### src/rtl/pipeline_hazard_ctrl.sv
// rtl/pipeline_hazard_ctrl.sv - load-use, branch and data-memory stall control for a 5-stage pipeline
module pipeline_hazard_ctrl #(
    parameter int TIMEOUT = 255
) (
    input  logic        clk,
    input  logic        rst,
    input  logic        idex_memread,
    input  logic [4:0]  idex_rt,
    input  logic [4:0]  ifid_rs,
    input  logic [4:0]  ifid_rt,
    input  logic        branch_taken,
    input  logic        dmem_req,
    input  logic        dmem_ready,
    output logic        pc_write,
    output logic        ifid_write,
    output logic        idex_write,
    output logic        exmem_write,
    output logic        ifid_flush,
    output logic        idex_flush,
    output logic        exmem_flush,
    output logic        memwb_flush,
    output logic [15:0] stall_count,
    output logic        mem_timeout
);

    typedef enum logic [1:0] {
        START    = 2'd0,
        RUN      = 2'd1,
        MEM_WAIT = 2'd2
    } state_t;

    // Last MEM_WAIT count before the access is abandoned.
    localparam logic [7:0] LAST_WAIT = 8'(TIMEOUT - 1);

    state_t     state;
    state_t     nextState;
    logic [7:0] waitCnt;
    logic       clrWait;
    logic       incWait;
    logic       setTimeout;
    logic       loadUse;
    logic       branchFlush;

    // Hazard detection shared by RUN and the MEM_WAIT release cycle.
    always_comb begin
        loadUse     = idex_memread && (idex_rt != 5'd0) &&
                      ((idex_rt == ifid_rs) || (idex_rt == ifid_rt));
        // A memory access and a taken branch together is illegal; the memory side wins.
        branchFlush = branch_taken && !dmem_req;
    end

    // Next-state and pipeline-control decode.
    always_comb begin
        nextState   = state;
        pc_write    = 1'b1;
        ifid_write  = 1'b1;
        idex_write  = 1'b1;
        exmem_write = 1'b1;
        ifid_flush  = 1'b0;
        idex_flush  = 1'b0;
        exmem_flush = 1'b0;
        memwb_flush = 1'b0;
        clrWait     = 1'b0;
        incWait     = 1'b0;
        setTimeout  = 1'b0;
        case (state)
            START: begin
                pc_write    = 1'b0;
                ifid_write  = 1'b0;
                idex_write  = 1'b0;
                exmem_write = 1'b0;
                ifid_flush  = 1'b1;
                idex_flush  = 1'b1;
                exmem_flush = 1'b1;
                memwb_flush = 1'b1;
                nextState   = RUN;
            end
            RUN, MEM_WAIT: begin
                if ((state == RUN && dmem_req && !dmem_ready) ||
                    (state == MEM_WAIT && !dmem_ready && waitCnt != LAST_WAIT)) begin
                    // Freeze everything up to MEM; a bubble drains into WB.
                    pc_write    = 1'b0;
                    ifid_write  = 1'b0;
                    idex_write  = 1'b0;
                    exmem_write = 1'b0;
                    memwb_flush = 1'b1;
                    nextState   = MEM_WAIT;
                    clrWait     = (state == RUN);
                    incWait     = (state == MEM_WAIT);
                end else if (state == MEM_WAIT && !dmem_ready) begin
                    // Abort: let the pipeline move on with a bubble in place of the load result.
                    memwb_flush = 1'b1;
                    setTimeout  = 1'b1;
                    clrWait     = 1'b1;
                    nextState   = RUN;
                end else begin
                    if (branchFlush) begin
                        ifid_flush  = 1'b1;
                        idex_flush  = 1'b1;
                        exmem_flush = 1'b1;
                    end else if (loadUse) begin
                        pc_write   = 1'b0;
                        ifid_write = 1'b0;
                        idex_flush = 1'b1;
                    end
                    clrWait   = (state == MEM_WAIT);
                    nextState = RUN;
                end
            end
            default: nextState = START;
        endcase
    end

    // State, wait counter, stall statistics and sticky abort flag.
    always_ff @(posedge clk or posedge rst) begin
        if (rst) begin
            state       <= START;
            waitCnt     <= 8'd0;
            stall_count <= 16'd0;
            mem_timeout <= 1'b0;
        end else begin
            state <= nextState;
            if (clrWait) begin
                waitCnt <= 8'd0;
            end else if (incWait) begin
                waitCnt <= waitCnt + 8'd1;
            end
            if (state != START && !pc_write && stall_count != 16'hFFFF) begin
                stall_count <= stall_count + 16'd1;
            end
            if (setTimeout) begin
                mem_timeout <= 1'b1;
            end
        end
    end

endmodule

### config.mk
export PLATFORM = sky130hd
export DESIGN_NAME = pipeline_hazard_ctrl
export DESIGN_NICKNAME = d
export VERILOG_FILES = /design/src/rtl/pipeline_hazard_ctrl.sv
export SDC_FILE = /design/constraint.sdc
export NUM_CORES = 1
export LEC_CHECK = 0
export CAP_MARGIN = 10
export CORE_UTILIZATION = 46
export CTS_CLUSTER_DIAMETER = 80
export DETAILED_ROUTE_END_ITERATION = 8
export GPL_ROUTABILITY_DRIVEN = 0
export GPL_TIMING_DRIVEN = 0
export HOLD_SLACK_MARGIN = 0.08
export PLACE_DENSITY_LB_ADDON = 0.15
export REMOVE_ABC_BUFFERS = 1
export SLEW_MARGIN = 20
export SYNTH_ARGS = -nofsm -noshare
export SYNTH_HDL_FRONTEND = slang
export SYNTH_SLANG_ARGS = --single-unit
### constraint.sdc
create_clock -name clk -period 6.4 [get_ports clk]
set_input_delay 1.92 -clock clk [delete_from_list [all_inputs] [get_ports clk]]
set_output_delay 1.92 -clock clk [all_outputs]
set_load 0.1 [all_outputs]
; ---- Word level (Yosys, flattened, before mapping)
; Cells that the tools add are included.
[totals]
elab_cells = 61
input_bits = 21
ff_bits = 27
[classes]
n_eq_ne = 6
n_addsub = 2
n_reduce_logical = 19
mux = 30
[op_table]
columns = operator, n
row1 = two-way mux 1 bit, 21
row2 = "adder 16 x 1 -> 16 bit, second input constant", 1
row3 = two-way mux 8 bit, 2
row4 = "!= test 16 bit, second input constant", 1
row5 = equality test 5 bit, 2
row6 = one-hot mux 1 bit (2 select lines), 5
row7 = logical AND 1 bit, 9
row8 = "adder 8 x 1 -> 8 bit, second input constant", 1
row9 = "!= test 8 bit, second input constant", 1
row10 = nonzero test 5 bit, 1
row11 = one-hot mux 2 bit (2 select lines), 1
row12 = nonzero test 2 bit, 2
row13 = logical NOT 1 bit, 3
row14 = "equality test 2 x 1 -> 1 bit, second input constant", 1
row15 = "equality test 2 bit, second input constant", 1
row16 = logical NOT 2 bit, 1
row17 = logical OR 1 bit, 2
row18 = two-way mux 2 bit, 1
row19 = OR reduction 2 bit, 1

; ---- Longest topological paths before layout
[logic_depth]
depth_word = 11
ltp_mapped = 9
ltp_nobuf = 8

; ---- Least setup slack after synthesis
; No wires, ideal clock.
[synth_path]
kind = input-to-output
start = in idex_rt[4]
end = out idex_flush
slack_ps = -382
arrival_time_ps = 4862
cell_stages = 5
cell_sequence = xnor2_1 nand3_1 o22ai_1 o211ai_1 o31ai_1
[synth_via]
elab_chain_cells = 8
elab_cells_between_ends = 11
classes_between = eq/ne (2) / mux (5) / reduce/logical (4)
[synth_rtl]
columns = item, line_no
row1 = start: declaration, 8  ; input logic [4:0] idex_rt,
row2 = equality test 5 bit / nonzero test 5 bit (equally long branches), "47, 46"
row3 = logical OR 1 bit / logical AND 1 bit (equally long branches), "47, 46"
row4 = logical AND 1 bit (*), 46  ; loadUse = idex_memread && (idex_rt != 5'd0) &&
row5 = two-way mux 1 bit (*), 101  ; end else if (loadUse) begin
row6 = two-way mux 1 bit (*), 97  ; if (branchFlush) begin
row7 = two-way mux 1 bit (*), 90  ; end else if (state == MEM_WAIT && !dmem_ready) begin
row8 = two-way mux 1 bit (*), 79  ; if ((state == RUN && dmem_req && !dmem_ready) ||
row9 = one-hot mux 1 bit (2 select lines) (*), 66  ; case (state)
row10 = end: declaration, 19  ; output logic idex_flush,
; Mark *: on every way between the ends. The rest lies on a longest branch, timed or not.

; ---- Worst setup path in the final report
[layout_path]
start = in dmem_req
end = out exmem_flush
[layout_via]
elab_chain_cells = 6
elab_cells_between_ends = 9
classes_between = mux (4) / reduce/logical (5)
[layout_rtl]
columns = item, line_no
row1 = start: declaration, 12  ; input logic dmem_req,
row2 = logical NOT 1 bit, 49  ; branchFlush = branch_taken && !dmem_req;
row3 = logical AND 1 bit, 49
row4 = two-way mux 1 bit, 97
row5 = two-way mux 1 bit, 90
row6 = two-way mux 1 bit (*), 79
row7 = one-hot mux 1 bit (2 select lines) (*), 66
row8 = end: declaration, 20  ; output logic exmem_flush,
; Marks and branches as above.

==> results.ini <==
[setup_path]
r2r_start = state[1]
critPathMaxFanout = 3
endpoint_kind = primary output
critPathLaunch = dmem_req
arrival_ns = 4.28
critical_path_class = input port to primary output
critPathLaunchType = input port
critPathRequiredTime_ns = 4.48

[cts]
clkTransAtPathRegs_ns = 0.14
root_buffer = clkbuf_4
numCtsBuffers = 3
insertion_delay_ns = 0.32
cts.sinks = 27
cts_setup_buffers = 0
holdBufCountCts = 0
cts_tree = built
cts_buffer_depth = 2
cts_resized = 5
htree_num_levels = 1

[route]
dr.pass1.iters = 4
viasPerCell = 5.140
drc = 0
drt-initial-drc-count = 50
vias = 1357
drt-wirelength-per-cell_um = 12.84
antenna_left = 0
finalWirelength_um = 3391

[run]
maxCapViolCount = 0

[timing]
slew_viol_final = 0
hold_viol = 0
final.setup_skew_ns = 0.005167
min_period_ns = 6.200
worst_pin_slew_ns = 0.9845
rsz0062_at_grt = false
fin_crit_sh_pct = 96.88
fin_ws_ns = 0.1998
setup_viol = 0
relSlewSlack_pct = 34.16
fmax_ghz = 0.1613

[logic_synthesis]
syn-instance-count = 173
synth_top_area_share_pct = 40.57
synth_top_area_cell = dfrtp_1
ys_seq_area_share_pct = 40.57
synth_cell_type_count = 35
synth.ff_latch_count = 27
synth_warnings = 0
post_synth.cell_area_avg_um2 = 9.626
ys.flop_type = dfrtp_1
synth.top_cells.by_area = dfrtp_1 (41%), xnor2_1 (8.9%), xor2_1 (7.9%), ha_1 (5.3%), nor2_1 (4.3%)
synthArstFlopShare_pct = 100.0
synth-edff-count = 0
netlist_area_um2 = 1665

[final_layout]
instances_no_fill = 264
drive_gt1_share_pct = 10.09
diodes = 0
fillers = 299
areaGrowthSynthToFinish_pct = 29.08
fin_nets = 247

[global_route]
gr-total-overflow = 0
antenna_found_initial = 0
grt.total_usage_pct = 19.27
grt_first_pass_wirelength_um = 6092
grt_max_degree = 28
grt_pass1_vias = 1358

[floorplan]
placementRows = 21
pin_count = 46
die_w_um = 62.17
start_util_pct = 49.13
die_area_um2 = 3865
die_h_um = 62.17
coreArea_um2 = 3390

[worst_hold_path]
hold_start = mem_timeout
hp-class = flip-flop to flip-flop

[placement]
port-buffer-count = 45
hpwl_um = 2596
place_inst = 260
dp_slack_ns = -0.2486

[status]
status = finished, final reports clean

-- cell usage in the layout (no fill, tap or decap), types with 2 or more instances in the layout --
cell              n
a21boi_1          2
xor2_1           15
a21oi_1           2
clkdlybuf4s50_1  40
and4_1            2
dfrtp_1          27
nor3_2            4
dlygate4sd2_1     2
inv_1             9
nor2_1           19
nor3_1            6
nand4_1           5
nand2b_1          2
and3_1            4
nand3_1           8
o21ai_0           3
or2_2             4
clkbuf_4          3
nand3b_1          2
xnor2_1          17
ha_1              7
clkbuf_2          3
nand2_1          16
-- critical path, cell delays in order --
cell,delay (ns)
clkdlybuf4s50_1,0.43
a21oi_1,0.18
o21ai_0,0.13
nor2_1,0.11
nor2_1,0.04
or2_2,0.28
inv_1,0.07
clkdlybuf4s50_1,1.13
-- worst paths after layout --
kind,end,slack (ns),depth (start not counted)
min in group asynchronous,stall_count[4],1.95,2
max in group asynchronous,stall_count[10],4.07,2
max,exmem_flush,0.20,8
min reg2reg,mem_timeout,0.51,1
min,mem_timeout,0.51,1
max reg2reg,stall_count[1],4.05,7
-- layout make-up --
| cell class | instances | area [µm²] | area share [%] |
|---|---|---|---|
| inverter | 10 | 37.54 | 1.746 |
| clock inverter | 1 | 5.005 | 0.2328 |
| clock buffer | 3 | 22.52 | 1.048 |
| multi-input combinational | 132 | 918.4 | 42.72 |
| tap | 46 | 57.56 | 2.678 |
| sequential | 27 | 675.6 | 31.43 |
| timing repair buffer | 45 | 432.9 | 20.14 |
-- kinds of logic after synthesis --
kind of cell | share of synthesized area [%]
multiplexers | 0.6761
buffers and inverters | 4.283
flip-flops | 40.57
XOR/XNOR | 16.83
AND/OR/NAND/NOR | 23.52
adder cells (fa/ha/maj) | 5.259
AO/OA/AOI/OAI | 8.866
-- registers in the layout, indices dropped and copies added (netlist names) --
signal       flops
mem_timeout      1
stall_count     16
state            2
waitCnt          8
-- synthesized netlist by cell type (all sizes together), types with 4 or more instances --
library cell / number
xnor2: 17
or2: 4
nand4: 5
inv: 10
nor2: 19
ha: 7
buf: 4
dfrtp: 27
xor2: 15
and3: 4
nand3: 8
nand2: 16
nor3: 10
-- per-stage QoR --
step	util (%)	hold WS (ns)	area (µm²)	setup TNS (ns)
floorplan	-	0.5031	1632	-1.304
global placement	63.12	0.4626	2140	-0.5925
detailed placement	63.12	0.4799	2140	-0.7586
CTS	63.75	0.5143	2161	0
global route	63.42	0.5381	2150	0
finish	63.42	0.5093	2150	0
-- layer usage --
layer	up-vias	share of wire [%]	track usage, %	wire, µm
met5	-	0	0	0
met4	0	0.68	5.233	23
met3	2	5.0	2.941	168
met2	40	51	34.75	1728
met1	639	43	23.79	1470
li1	676	-	-	-
Power is left out: the tool's default activity adds up to more than one toggle a clock period on the data nets, which glitch-free logic cannot reach.
